==> config.mk <==
export PLATFORM = sky130hd
export DESIGN_NAME = uart_tx_fifo
export DESIGN_NICKNAME = d
export VERILOG_FILES = /design/src/rtl/uart_pkg.sv /design/src/rtl/uart_fifo.sv /design/src/rtl/uart_tx_fifo.sv
export SDC_FILE = /design/constraint.sdc
export NUM_CORES = 1
export LEC_CHECK = 0
export ABC_CLOCK_PERIOD_IN_PS = 2700
export BUFFER_PORTS_ARGS = -buffer_cell sky130_fd_sc_hd__clkbuf_2
export CORE_UTILIZATION = 50
export DETAILED_ROUTE_END_ITERATION = 10
export PLACE_DENSITY = 0.69
export SYNTH_ARGS = -nofsm -noshare
export SYNTH_HDL_FRONTEND = slang
export SYNTH_HIERARCHICAL = 1
export SYNTH_SLANG_ARGS = --single-unit
export TNS_END_PERCENT = 20
==> constraint.sdc <==
create_clock -name clk_in -period 2.7 [get_ports clk_in]
set_clock_uncertainty 0.1 [all_clocks]
set_input_delay 0.27 -clock clk_in [delete_from_list [all_inputs] [get_ports clk_in]]
set_output_delay 0.27 -clock clk_in [all_outputs]
set_load 0.01 [all_outputs]
==> src/rtl/uart_pkg.sv <==
// Shared constants, FSM encoding and width helper for the buffered UART transmitter.
package uart_pkg;

    localparam int PAR_NONE = 0;
    localparam int PAR_ODD  = 1;
    localparam int PAR_EVEN = 2;

    typedef enum logic [2:0] {
        ST_IDLE   = 3'd0,
        ST_START  = 3'd1,
        ST_DATA   = 3'd2,
        ST_PARITY = 3'd3,
        ST_STOP   = 3'd4
    } state_e;

    function automatic int clog2(input int v);
        int r;
        r = 0;
        while ((1 << r) < v) begin
            r = r + 1;
        end
        return r;
    endfunction

endpackage

==> src/rtl/uart_fifo.sv <==
// Synchronous FIFO with a combinational head word; push and pop each take effect at the clock edge.
// Pushes while full and pops while empty are ignored, so the caller owns overflow reporting.
module uart_fifo
    import uart_pkg::*;
#(
    parameter int WIDTH = 8,
    parameter int DEPTH = 4
) (
    input  logic             clk_in,
    input  logic             rst,
    input  logic             push,
    input  logic             pop,
    input  logic [WIDTH-1:0] din,
    output logic [WIDTH-1:0] dout,
    output logic             full,
    output logic             empty
);

    localparam int AW = clog2(DEPTH);

    logic [WIDTH-1:0] mem_q [DEPTH];
    logic [AW:0]      wr_ptr_q;
    logic [AW:0]      rd_ptr_q;
    logic             do_push;
    logic             do_pop;

    // Extra pointer MSB distinguishes a full FIFO from an empty one.
    assign full    = (wr_ptr_q[AW] != rd_ptr_q[AW]) && (wr_ptr_q[AW-1:0] == rd_ptr_q[AW-1:0]);
    assign empty   = (wr_ptr_q == rd_ptr_q);
    assign dout    = mem_q[rd_ptr_q[AW-1:0]];
    assign do_push = push && !full;
    assign do_pop  = pop && !empty;

    always_ff @(posedge clk_in) begin
        if (do_push) begin
            mem_q[wr_ptr_q[AW-1:0]] <= din;
        end
    end

    always_ff @(posedge clk_in) begin
        if (rst) begin
            wr_ptr_q <= '0;
            rd_ptr_q <= '0;
        end else begin
            if (do_push) begin
                wr_ptr_q <= wr_ptr_q + (AW+1)'(1);
            end
            if (do_pop) begin
                rd_ptr_q <= rd_ptr_q + (AW+1)'(1);
            end
        end
    end

endmodule

==> src/rtl/uart_tx_fifo.sv <==
// Buffered UART transmitter: FIFO-fed, self-timed baud, LSB-first frames sent back to back.
// A write into an empty idle FIFO starts the start bit one edge later; writes while full are dropped and flagged.
module uart_tx_fifo
    import uart_pkg::*;
#(
    parameter int DIV        = 5208,
    parameter int DATA_BITS  = 8,
    parameter int PARITY     = 0,
    parameter int STOP_BITS  = 1,
    parameter int FIFO_DEPTH = 4
) (
    input  logic                 clk_in,
    input  logic                 rst,
    input  logic                 rw,
    input  logic [DATA_BITS-1:0] din,
    output logic                 busy,
    output logic                 full,
    output logic                 overflow,
    output logic                 done,
    output logic                 tx
);

    localparam int             CW        = clog2(DIV);
    localparam int             BW        = clog2(DATA_BITS);
    localparam logic [CW-1:0]  CNT_LAST  = CW'(DIV - 1);
    localparam logic [CW-1:0]  CNT_PRE   = CW'(DIV - 2);
    localparam logic [BW-1:0]  BIT_LAST  = BW'(DATA_BITS - 1);
    localparam logic           STOP_LAST = 1'(STOP_BITS - 1);
    localparam logic           ODD_INV   = (PARITY == PAR_ODD);

    state_e               state_q;
    logic [CW-1:0]        cnt_q;
    logic [BW-1:0]        bit_idx_q;
    logic                 stop_idx_q;
    logic [DATA_BITS-1:0] shift_q;
    logic                 par_q;
    logic                 tx_q;
    logic                 done_q;
    logic                 ovf_q;

    logic [DATA_BITS-1:0] fifo_dout;
    logic                 fifo_full;
    logic                 fifo_empty;
    logic                 push;
    logic                 pop;
    logic                 bit_end;
    logic                 stop_end;

    assign bit_end  = (cnt_q == CNT_LAST);
    assign stop_end = (state_q == ST_STOP) && bit_end && (stop_idx_q == STOP_LAST);
    assign push     = rw && !fifo_full;
    assign pop      = ((state_q == ST_IDLE) || stop_end) && !fifo_empty;

    uart_fifo #(
        .WIDTH (DATA_BITS),
        .DEPTH (FIFO_DEPTH)
    ) u_fifo (
        .clk_in (clk_in),
        .rst    (rst),
        .push   (push),
        .pop    (pop),
        .din    (din),
        .dout   (fifo_dout),
        .full   (fifo_full),
        .empty  (fifo_empty)
    );

    always_ff @(posedge clk_in) begin
        if (rst) begin
            state_q    <= ST_IDLE;
            cnt_q      <= '0;
            bit_idx_q  <= '0;
            stop_idx_q <= 1'b0;
            shift_q    <= '0;
            par_q      <= 1'b0;
            tx_q       <= 1'b1;
            done_q     <= 1'b0;
            ovf_q      <= 1'b0;
        end else begin
            ovf_q <= rw && fifo_full;
            // Registered one cycle early so the pulse lands on the final stop cycle.
            done_q <= (state_q == ST_STOP) && (stop_idx_q == STOP_LAST) && (cnt_q == CNT_PRE);

            if (state_q == ST_IDLE || bit_end) begin
                cnt_q <= '0;
            end else begin
                cnt_q <= cnt_q + CW'(1);
            end

            case (state_q)
                ST_IDLE: begin
                    if (!fifo_empty) begin
                        shift_q <= fifo_dout;
                        par_q   <= (^fifo_dout) ^ ODD_INV;
                        tx_q    <= 1'b0;
                        state_q <= ST_START;
                    end
                end
                ST_START: begin
                    if (bit_end) begin
                        tx_q      <= shift_q[0];
                        shift_q   <= shift_q >> 1;
                        bit_idx_q <= '0;
                        state_q   <= ST_DATA;
                    end
                end
                ST_DATA: begin
                    if (bit_end) begin
                        if (bit_idx_q != BIT_LAST) begin
                            tx_q      <= shift_q[0];
                            shift_q   <= shift_q >> 1;
                            bit_idx_q <= bit_idx_q + BW'(1);
                        end else if (PARITY != PAR_NONE) begin
                            tx_q    <= par_q;
                            state_q <= ST_PARITY;
                        end else begin
                            tx_q       <= 1'b1;
                            stop_idx_q <= 1'b0;
                            state_q    <= ST_STOP;
                        end
                    end
                end
                ST_PARITY: begin
                    if (bit_end) begin
                        tx_q       <= 1'b1;
                        stop_idx_q <= 1'b0;
                        state_q    <= ST_STOP;
                    end
                end
                ST_STOP: begin
                    if (bit_end) begin
                        if (stop_idx_q != STOP_LAST) begin
                            stop_idx_q <= 1'b1;
                        end else if (!fifo_empty) begin
                            shift_q <= fifo_dout;
                            par_q   <= (^fifo_dout) ^ ODD_INV;
                            tx_q    <= 1'b0;
                            state_q <= ST_START;
                        end else begin
                            state_q <= ST_IDLE;
                        end
                    end
                end
                default: begin
                    tx_q    <= 1'b1;
                    state_q <= ST_IDLE;
                end
            endcase
        end
    end

    assign busy     = (state_q != ST_IDLE) || !fifo_empty;
    assign full     = fifo_full;
    assign overflow = ovf_q;
    assign done     = done_q;
    assign tx       = tx_q;

endmodule

After elaboration in Yosys (flattened, before gate mapping)
Memory sizes are Yosys's and may differ from the RTL's. A register that Yosys moved wholly into a read port is not among the register bits.
Cells that the tools add are included.
Widths: inputs -> output; s select.
{"block": "classes", "n_bitwise": 1, "n_reduce_logical": 26, "n_addsub": 4, "eq_ne": 18, "n_mux": 38}
{"cell": "$mux 8", "n": 6}
{"cell": "$pmux 8 s4", "n": 1}
{"cell": "$mux 3", "n": 10}
{"cell": "$eq 13x13->1 const B", "n": 2}
{"cell": "$ne 2x2->1 const B", "n": 8}
{"cell": "$mux 1", "n": 15}
{"cell": "$pmux 3 s5", "n": 1}
{"cell": "$add 13x1->13 const B", "n": 1}
{"cell": "$logic_and 1x1->1", "n": 10}
{"cell": "$reduce_and 5->1", "n": 2}
{"cell": "$add 3x1->3 const B", "n": 3}
{"cell": "$reduce_and 7->1", "n": 1}
{"cell": "$eq 3x2->1 const B", "n": 2}
{"cell": "$pmux 3 s2", "n": 1}
{"cell": "$reduce_and 6->1", "n": 1}
{"cell": "$reduce_bool 3->1", "n": 2}
{"cell": "$pmux 1 s5", "n": 1}
{"cell": "$mux 2", "n": 2}
{"cell": "$reduce_and 4->1", "n": 1}
{"cell": "$reduce_bool 4->1", "n": 1}
{"cell": "$eq 3x1->1 const B", "n": 1}
{"cell": "$eq 3x3->1", "n": 1}
{"cell": "$eq 3x3->1 const B", "n": 1}
{"cell": "$logic_not 3->1", "n": 1}
{"cell": "other kinds (9)", "n": 12}
{"block": "word_totals", "ramBits": 32, "mem_count": 1, "wordCells": 98, "regBits": 37}
{"name": "u_fifo.mem_q", "depth": 4, "word_bits": 8, "rd": 1, "rd_clocked_by_memory_dff": 1, "write_ports": 1, "line": "uart_fifo.sv:21", "source": "logic [WIDTH-1:0] mem_q [DEPTH];"}

Depth between registers and ports, before layout
Gate-level depths: netlist (run 1).
{"block": "logic_depth", "ltp_word": 8, "ltp_mapped": 9, "depth_no_buf": 8}

Modules after synthesis
Netlist (run 1), hierarchy kept.
{"mod": "uart_fifo", "seq_area_each_um2": 1121.1, "cells_each": 110, "area_each_um2": 1731.7, "instances": 1}
{"mod": "uart_tx_fifo", "seq_area_each_um2": 600.6, "cells_each": 186, "area_each_um2": 1615.3, "instances": 1}

Worst setup path before layout (run 1)
Ideal clock, no wire load.
{"block": "synth_path", "kind": "reg2reg", "from": "reg u_fifo.rd_ptr_q[1]", "to": "mem u_fifo.mem_q[3][0] (enable)", "setup_time_ps": 378, "period_less_slack_ps": 2275, "t_arrival_ps": 1797, "stages_incl_launch_ff": 8, "slack_ps": 425, "t_required_ps": 2222, "path_cell_list": "dfxtp_1 > clkbuf_4 > xnor2_1 > nand2_1 > nor2_1 > nor2b_1 > nand2_1 > a31oi_1"}
{"block": "synth_between", "elab_chain_cells": 7}
{"element": "start: declaration", "line": "uart_fifo.sv:23", "source": "logic [AW:0] rd_ptr_q;"}
{"element": "start signal: assignment", "line": "uart_fifo.sv:49", "source": "rd_ptr_q <= rd_ptr_q + (AW+1)'(1);"}
{"element": "$eq 2x2->1", "line": "uart_fifo.sv:28", "source": "assign full = (wr_ptr_q[AW] != rd_ptr_q[AW]) && (wr_ptr_q[AW-1:0] == rd_ptr_q[AW-1:0]);"}
{"element": "$logic_and 1x1->1", "line": "uart_fifo.sv:28"}
{"element": "net full", "line": "uart_tx_fifo.sv:17", "source": "output logic full,"}
{"element": "$logic_not 1->1", "line": "uart_tx_fifo.sv:51", "source": "assign push = rw && !fifo_full;"}
{"element": "$logic_and 1x1->1", "line": "uart_tx_fifo.sv:51"}
{"element": "net push", "line": "uart_tx_fifo.sv:44", "source": "logic push;"}
{"element": "$logic_and 1x1->1", "line": "uart_fifo.sv:31", "source": "assign do_push = push && !full;"}
{"element": "$mux 1", "line": "uart_fifo.sv:35", "source": "if (do_push) begin"}
{"element": "$mux 1 (not written as such)", "line": "uart_fifo.sv:36", "source": "mem_q[wr_ptr_q[AW-1:0]] <= din;"}
{"element": "end: declaration", "line": "uart_fifo.sv:21"}
The timed path passes the listed nets, and every way through them passes these cells.

Worst setup path in the final report (run 1)
{"block": "layout_path", "from": "reg u_fifo.rd_ptr_q[1]", "to": "reg u_fifo.rd_ptr_q[2]"}
{"block": "layout_between", "elab_chain_cells": 4, "elab_cells_between_ends": 5}
{"element": "$eq 3x3->1", "line": "uart_fifo.sv:29", "source": "assign empty = (wr_ptr_q == rd_ptr_q);"}
{"element": "net fifo_empty", "line": "uart_tx_fifo.sv:43", "source": "logic fifo_empty;"}
{"element": "$logic_not 1->1", "line": "uart_tx_fifo.sv:52", "source": "assign pop = ((state_q == ST_IDLE) || stop_end) && !fifo_empty;"}
{"element": "$logic_and 1x1->1", "line": "uart_tx_fifo.sv:52"}
{"element": "net pop", "line": "uart_tx_fifo.sv:45", "source": "logic pop;"}
{"element": "$logic_and 1x1->1", "line": "uart_fifo.sv:32", "source": "assign do_pop = pop && !empty;"}
The timed path passes the listed nets, and every way through them passes these cells.
A chain may end at the register's enable or synchronous reset.

==> results of run 1 <==
==> power breakdown <==
group	switching, uW	total, uW	leakage, uW	internal (uW)
logic	518	982	0.000573	465
clock network	429	867	0.000101	438
registers	126	1420	0.000603	1300
==> cell usage in the layout, fill, tap and decap left out, types with 2 or more instances in the layout <==
master	n
a211o_1	2
a21oi_1	16
a31oi_1	4
a41oi_1	2
and2_1	3
and3_1	2
buf_4	9
clkbuf_2	15
clkbuf_8	9
dfxtp_1	38
edfxtp_1	32
ha_1	9
inv_1	6
inv_6	4
mux2_4	7
mux4_2	8
nand2_1	14
nand2b_1	2
nand3_1	17
nand4_1	5
nor2_1	25
nor2b_1	9
nor3_1	4
nor3b_1	6
o211ai_1	5
o21ai_0	12
o21ai_1	4
or3_1	4
or3b_1	2
or4b_1	2
xnor2_1	15
xor2_1	6
==> cell families (layout without fill, tap and decap cells) <==
logic type	after synthesis	in the layout	synth area share
and+or+nand+nor	103	103	0.1720
DFF	70	70	0.5144
AOI/OAI and AO/OA	54	54	0.1002
buffers and inverters	23	47	0.03663
xor gates and xnor gates	21	21	0.05495
muxes	16	16	0.08822
adders and majority gates	9	9	0.03365
==> state kept, by name, summed over array words and instances (netlist names), named ones only <==
name             flops
state_q              3
overflow             1
tx                   1
u_fifo/rd_ptr_q      3
bit_idx_q            3
done                 1
shift_q              8
cnt_q               13
u_fifo/mem_q        32
u_fifo/wr_ptr_q      3
==> final cells by class <==
class                           count  share of cell area
Clock buffer                        9             0.03356
Multi-Input combinational cell    203              0.4071
Sequential cell                    70              0.4664
Clock inverter                      7             0.02102
Inverter                            7            0.007119
Timing Repair Buffer               24             0.03864
Tap cell                           77             0.02610
==> worst paths after layout <==
path                                                      start                              end  slack, ns  cells after the start
worst max-delay path            u_fifo/rd_ptr_q[1]$_SDFFE_PP0P_  u_fifo/rd_ptr_q[2]$_SDFFE_PP0P_       0.24                      8
worst min-delay path                                     din[4]     u_fifo/mem_q[2][4]$_DFFE_PP_       0.03                      1
worst max register to register  u_fifo/rd_ptr_q[1]$_SDFFE_PP0P_  u_fifo/rd_ptr_q[2]$_SDFFE_PP0P_       0.24                      8
worst min register to register                  tx$_SDFFE_PP1P_                  tx$_SDFFE_PP1P_       0.37                      1
==> cell usage after synthesis (2+ instances only) <==
cell type	count	area [sq um]
buf_2	6	30.03
inv_1	6	22.52
nand2_1	14	52.55
edfxtp_1	32	960.9
nor2b_1	9	56.30
clkbuf_1	4	15.01
nor2_1	25	93.84
or4b_1	2	20.02
nor3_1	4	20.02
mux4_2	8	180.2
a211o_1	2	17.52
dfxtp_1	38	760.7
a31oi_1	4	25.02
or3_1	4	25.02
buf_6	2	22.52
and3_1	2	12.51
nand3_1	17	85.08
mux2_4	7	105.1
and2_1	3	18.77
nand4_1	5	31.28
nor3b_1	6	45.04
a21oi_1	16	80.08
a41oi_1	2	17.52
o21ai_1	4	20.02
xnor2_1	15	131.4
xor2_1	6	52.55
o21ai_0	12	60.06
nand2b_1	2	12.51
ha_1	9	112.6
or3b_1	2	17.52
buf_1	2	7.510
o211ai_1	5	37.54
==> metal layers <==
layer,vias to the layer above,track usage,routed length [microns]
li1,1123,-,-
met5,-,0,0
met2,49,0.2750,2638
met1,1087,0.2524,2834
met3,8,0.05045,282
met4,0,0.08934,104
==> critical path, delay by kind of cell, from the launching register on <==
| family | cells | cell delay (ns) |
|---|---|---|
| DFF | 1 | 0.47 |
| AOI/OAI and AO/OA | 3 | 0.93 |
| and+or+nand+nor | 4 | 0.74 |
| xor gates and xnor gates | 1 | 0.12 |
==> metrics by stage <==
stage / hold slack (ns) / power (uW) / util
3_5_place_dp: 0.3578 / 2422 / 0.5433
6_report: 0.03241 / 3273 / 0.5747
5_1_grt: 0.01463 / 3464 / 0.5747
2_1_floorplan: 0.2689 / 2200 / -
3_3_place_gp: 0.3447 / 2404 / 0.5433
4_1_cts: 0.01465 / 3290 / 0.5747
==> results.tsv, run 1 <==
stage	metric	value	unit
outcome	outcome	completed	
timing	setup-violations-final	0	
timing	tns	0	ns
logic_synthesis	synth_seq_cells	70	
timing	slew_headroom	0.5289	
placement	place_inst	381	
clock_tree	cts_tree	yes	
layout	ff_latch_area	1722	sq um
floorplan	start_util	0.5211	
setup_path	crit_chain	xnor2_1 -> nand2_1 -> nor2_1 -> or3_1 -> a21oi_1 -> nand2_1 -> a211o_1 -> a31oi_1	
placement	placed_area	3490	sq um
clock_tree	cts_resized	0	
clock_tree	path_clk_slew	0.08	ns
hold_path	hp-class	in2reg	
timing	fmax	406.2	MHz
route	wirelength	5860	microns
logic_synthesis	synth_area	3347	sq um
grt	grt_pass1_wl	10060	microns
layout	fin_nets	335	
setup_path	cp-end-kind	register	
timing	rsz0062_at_grt	no	
layout	synthToLayoutAreaGrowth	10.28	%
setup_path	worst_path_max_delay_cell	dfxtp_1	
setup_path	required	2.86	ns
timing	worst_slew_pin_slew	0.7066	ns
clock_tree	cts_inserted_buffers	9	
logic_synthesis	synth_warnings	6	
layout	multi_input_area	1503	sq um
clock_tree	root_buffer	clkbuf_8	
floorplan	die_h	83.82	microns
logic_synthesis	ys_types	53	
layout	final_cells	397	
setup_path	crit_type	reg2reg	
floorplan	die_w	83.82	microns
route	post_drt_wl_per_cell	14.76	microns
placement	place_ws	0.3211	ns
power	peakVddDrop	518.0	uV
placement	place_congestion	0.8770	
grt	grt_pass1_vias	2130	
setup_path	slowest_delay	0.47	ns
logic_synthesis	synth_nets	316	
timing	timing.final.crit_share	0.9117	
clock_tree	cts.sink_count	70	
setup_path	worstPathMaxFanout	7	
floorplan	die_area	7025	sq um
placement	io_buffers	15	
setup_path	worst_ep_arrival_time	2.62	ns
timing	hold_violations	0	
clock_tree	postCtsSetupBuffers	0	
route	dr.pass1.iters	4	
logic_synthesis	dominantRegCellSynth	dfxtp_1	
floorplan	rows	29	
floorplan	core	6422	sq um
logic_synthesis	synth_edf_count	32	
logic_synthesis	synthCells	296	
clock_tree	clk_latency	0.35	ns
logic_synthesis	avgSynthCellArea	11.31	sq um
route	detail-route-antenna-nets	0	
route	num_vias	2267	
timing	min_period	2.462	ns
grt	antenna_found_initial	0	
route	via_per_inst	5.710	
grt	gr-total-overflow	0	
setup_path	start_kind	register	
grt	grt_max_degree	37	
floorplan	io_pins	16	
layout	stdcell_area	3691	sq um
layout	num-fill-cells	525	
run	maxCapViolations	0	
timing	setup_ws	0.2383	ns
grt	grtUsageTotal	0.1857	
power	power.density	886.7	nW/um^2
logic_synthesis	synthArstFlopShare	0	
layout	diodes	0	
clock_tree	cts-htree-levels	3	
layout	drive_gt1_frac	0.1938	
clock_tree	clockBufferDepth	2	
setup_path	crit_top_cell	nand2_1	
clock_tree	hold_buffers	0	
timing	final-max-slew-violation-count	0	
route	drtIter0Drc	136	
logic_synthesis	yosysSeqAreaShare	0.5144	
route	drc_errors	0	
power	p_leak	0.001276	uW
placement	dp.final_hpwl	3942	microns
(Power assumes the default switching activity.)
==> inputs of run 2 (changes only) <==
==> constraint.sdc (replaced) <==
create_clock -name clk_in -period 2.7 [get_ports clk_in]
set_clock_uncertainty 0.1 [all_clocks]
set_input_delay 0.27 -clock clk_in [delete_from_list [all_inputs] [get_ports clk_in]]
set_output_delay 0.27 -clock clk_in [all_outputs]
set_load 0.05 [all_outputs]
==> results.tsv, run 2 (synthesis gave the netlist of run 1 again) <==
stage	metric	value	unit
setup_path	crit_type	reg2reg	
layout	final_common_cell	dfxtp_1	
route	wl_met1	2895	microns
timing	min_period	2.385	ns
power	power.internal	2305	uW
grt	gr-total-overflow	0	
clock_tree	root_buffer	clkbuf_8	
clock_tree	path_clk_slew	0.08	ns
route	via_per_inst	5.727	
power	p_sw_frac	0.3338	
clock_tree	hold_buffers	0	
clock_tree	clk_latency	0.35	ns
grt	grt_pass1_vias	2159	
run	maxCapViolations	0	
power	p_sw	1155	uW
route	wl_met3	280	microns
layout	synthToLayoutAreaGrowth	11.78	%
grt	antenna_found_initial	0	
timing	worst_slew_pin_slew	0.7074	ns
placement	place_congestion	0.8229	
floorplan	die_area	7025	sq um
grt	grt_max_degree	37	
route	drc_errors	2	
layout	layout_common_cells	dfxtp_1, edfxtp_1, nor2_1	
floorplan	die_h	83.82	microns
timing	rsz0062_at_grt	no	
layout	fin_nets	337	
timing	holdWs	0.03136	ns
clock_tree	cts-htree-levels	3	
power	peakVddDrop	457.5	uV
timing	final-max-slew-violation-count	0	
power	p_leak	0.001301	uW
timing	fmax	419.3	MHz
grt	grtUsageTotal	0.1898	
layout	drive_gt1_frac	0.2050	
outcome	outcome	finished, violations left	
setup_path	cp-end-kind	register	
hold_path	hp-class	in2reg	
floorplan	rows	29	
clock_tree	cts_inserted_buffers	9	
placement	dp.final_hpwl	4192	microns
floorplan	io_pins	16	
setup_path	worstPathMaxFanout	7	
floorplan	core	6422	sq um
timing	hold_violations	0	
setup_path	required	2.87	ns
grt	grt_pass1_wl	10250	microns
layout	largest_reg_flops	32	
power	pwr-share-comb	0.306	
clock_tree	cts.sink_count	70	
clock_tree	cts_tree	yes	
route	wl_met2	2872	microns
timing	slew_headroom	0.5284	
power	power.density	924.7	nW/um^2
route	dr.pass1.iters	7	
placement	io_buffers	15	
route	detail-route-antenna-nets	0	
route	drtIter0Drc	120	
route	wirelength	6133	microns
route	post_drt_wl_per_cell	15.37	microns
outcome	violations	DRC	
floorplan	die_w	83.82	microns
power	p_clk_frac	0.279	
timing	timing.final.crit_share	0.8832	
setup_path	start_kind	register	
setup_path	worst_ep_arrival_time	2.56	ns
floorplan	start_util	0.5211	
route	routed.top_layer	met4	
layout	diodes	0	
power	p_seq_frac	0.414	
timing	tns	0	ns
clock_tree	clockBufferDepth	2	
timing	setup-violations-final	0	
route	num_vias	2285	
run 2: power groups by stage:
stage | Sequential [uW] | Combinational (uW) | Clock [uW]
finish | 1430 | 1060 | 966
global route | 1460 | 1160 | 1020
CTS | 1440 | 1060 | 984
detailed placement | 1460 | 1060 | 0
global placement | 1450 | 1030 | 0
floorplan | 1410 | 863 | 0
run 2: per-stage QoR:
stage / worst slack, ns / cells / util / area (sq um) / power [uW]
final: 0.3153 / 399 / 0.5825 / 3741 / 3459
after global routing: 0.05215 / 399 / 0.5825 / 3741 / 3640
after CTS: 0.2065 / 399 / 0.5819 / 3737 / 3479
after detailed placement: 0.2354 / 383 / 0.5461 / 3507 / 2513
after global placement: 0.4514 / 383 / 0.5461 / 3507 / 2481
after floorplan: 0.2395 / 296 / - / 3349 / 2271
run 2: critical path, cell delays in order (launching register included):
cell and delay, ns:
dfxtp_1 0.48, xnor2_1 0.13, nand2_1 0.19, nor2_1 0.12, or3_1 0.35, a21oi_2 0.29, nor3b_1 0.32, o21ai_0 0.20
o211ai_1 0.13
run 2: final cells by class:
| type | count | area [sq um] |
|---|---|---|
| multi-input cells | 203 | 1509 |
| fillers | 527 | 2681 |
| repair buffers | 26 | 157.7 |
| inverters | 7 | 26.28 |
| flip-flops and latches | 70 | 1722 |
| clock buffers | 9 | 123.9 |
| clock inverters | 7 | 106.4 |
| well taps | 77 | 96.34 |
run 2: final timing paths:
path | start | to | slack [ns] | depth (start not counted)
worst min register to register | cnt_q[0]$_SDFF_PP0_ | cnt_q[0]$_SDFF_PP0_ | 0.36 | 1
worst min-delay path | din[6] | u_fifo/mem_q[1][6]$_DFFE_PP_ | 0.03 | 1
worst max-delay path | u_fifo/rd_ptr_q[1]$_SDFFE_PP0P_ | register | 0.32 | 8
worst max register to register | u_fifo/rd_ptr_q[1]$_SDFFE_PP0P_ | register | 0.32 | 8
run 2: timing repair:
item,CTS,global route
endpoints found under the setup margin,0,3
setup buffers,0,0
gates resized for setup,0,1
run 2: layer usage:
layer | up-vias | global-route usage
met4 | 0 | 0.06113
li1 | 1136 | -
met5 | - | 0
met3 | 12 | 0.06231
met1 | 1094 | 0.2445
met2 | 43 | 0.3025
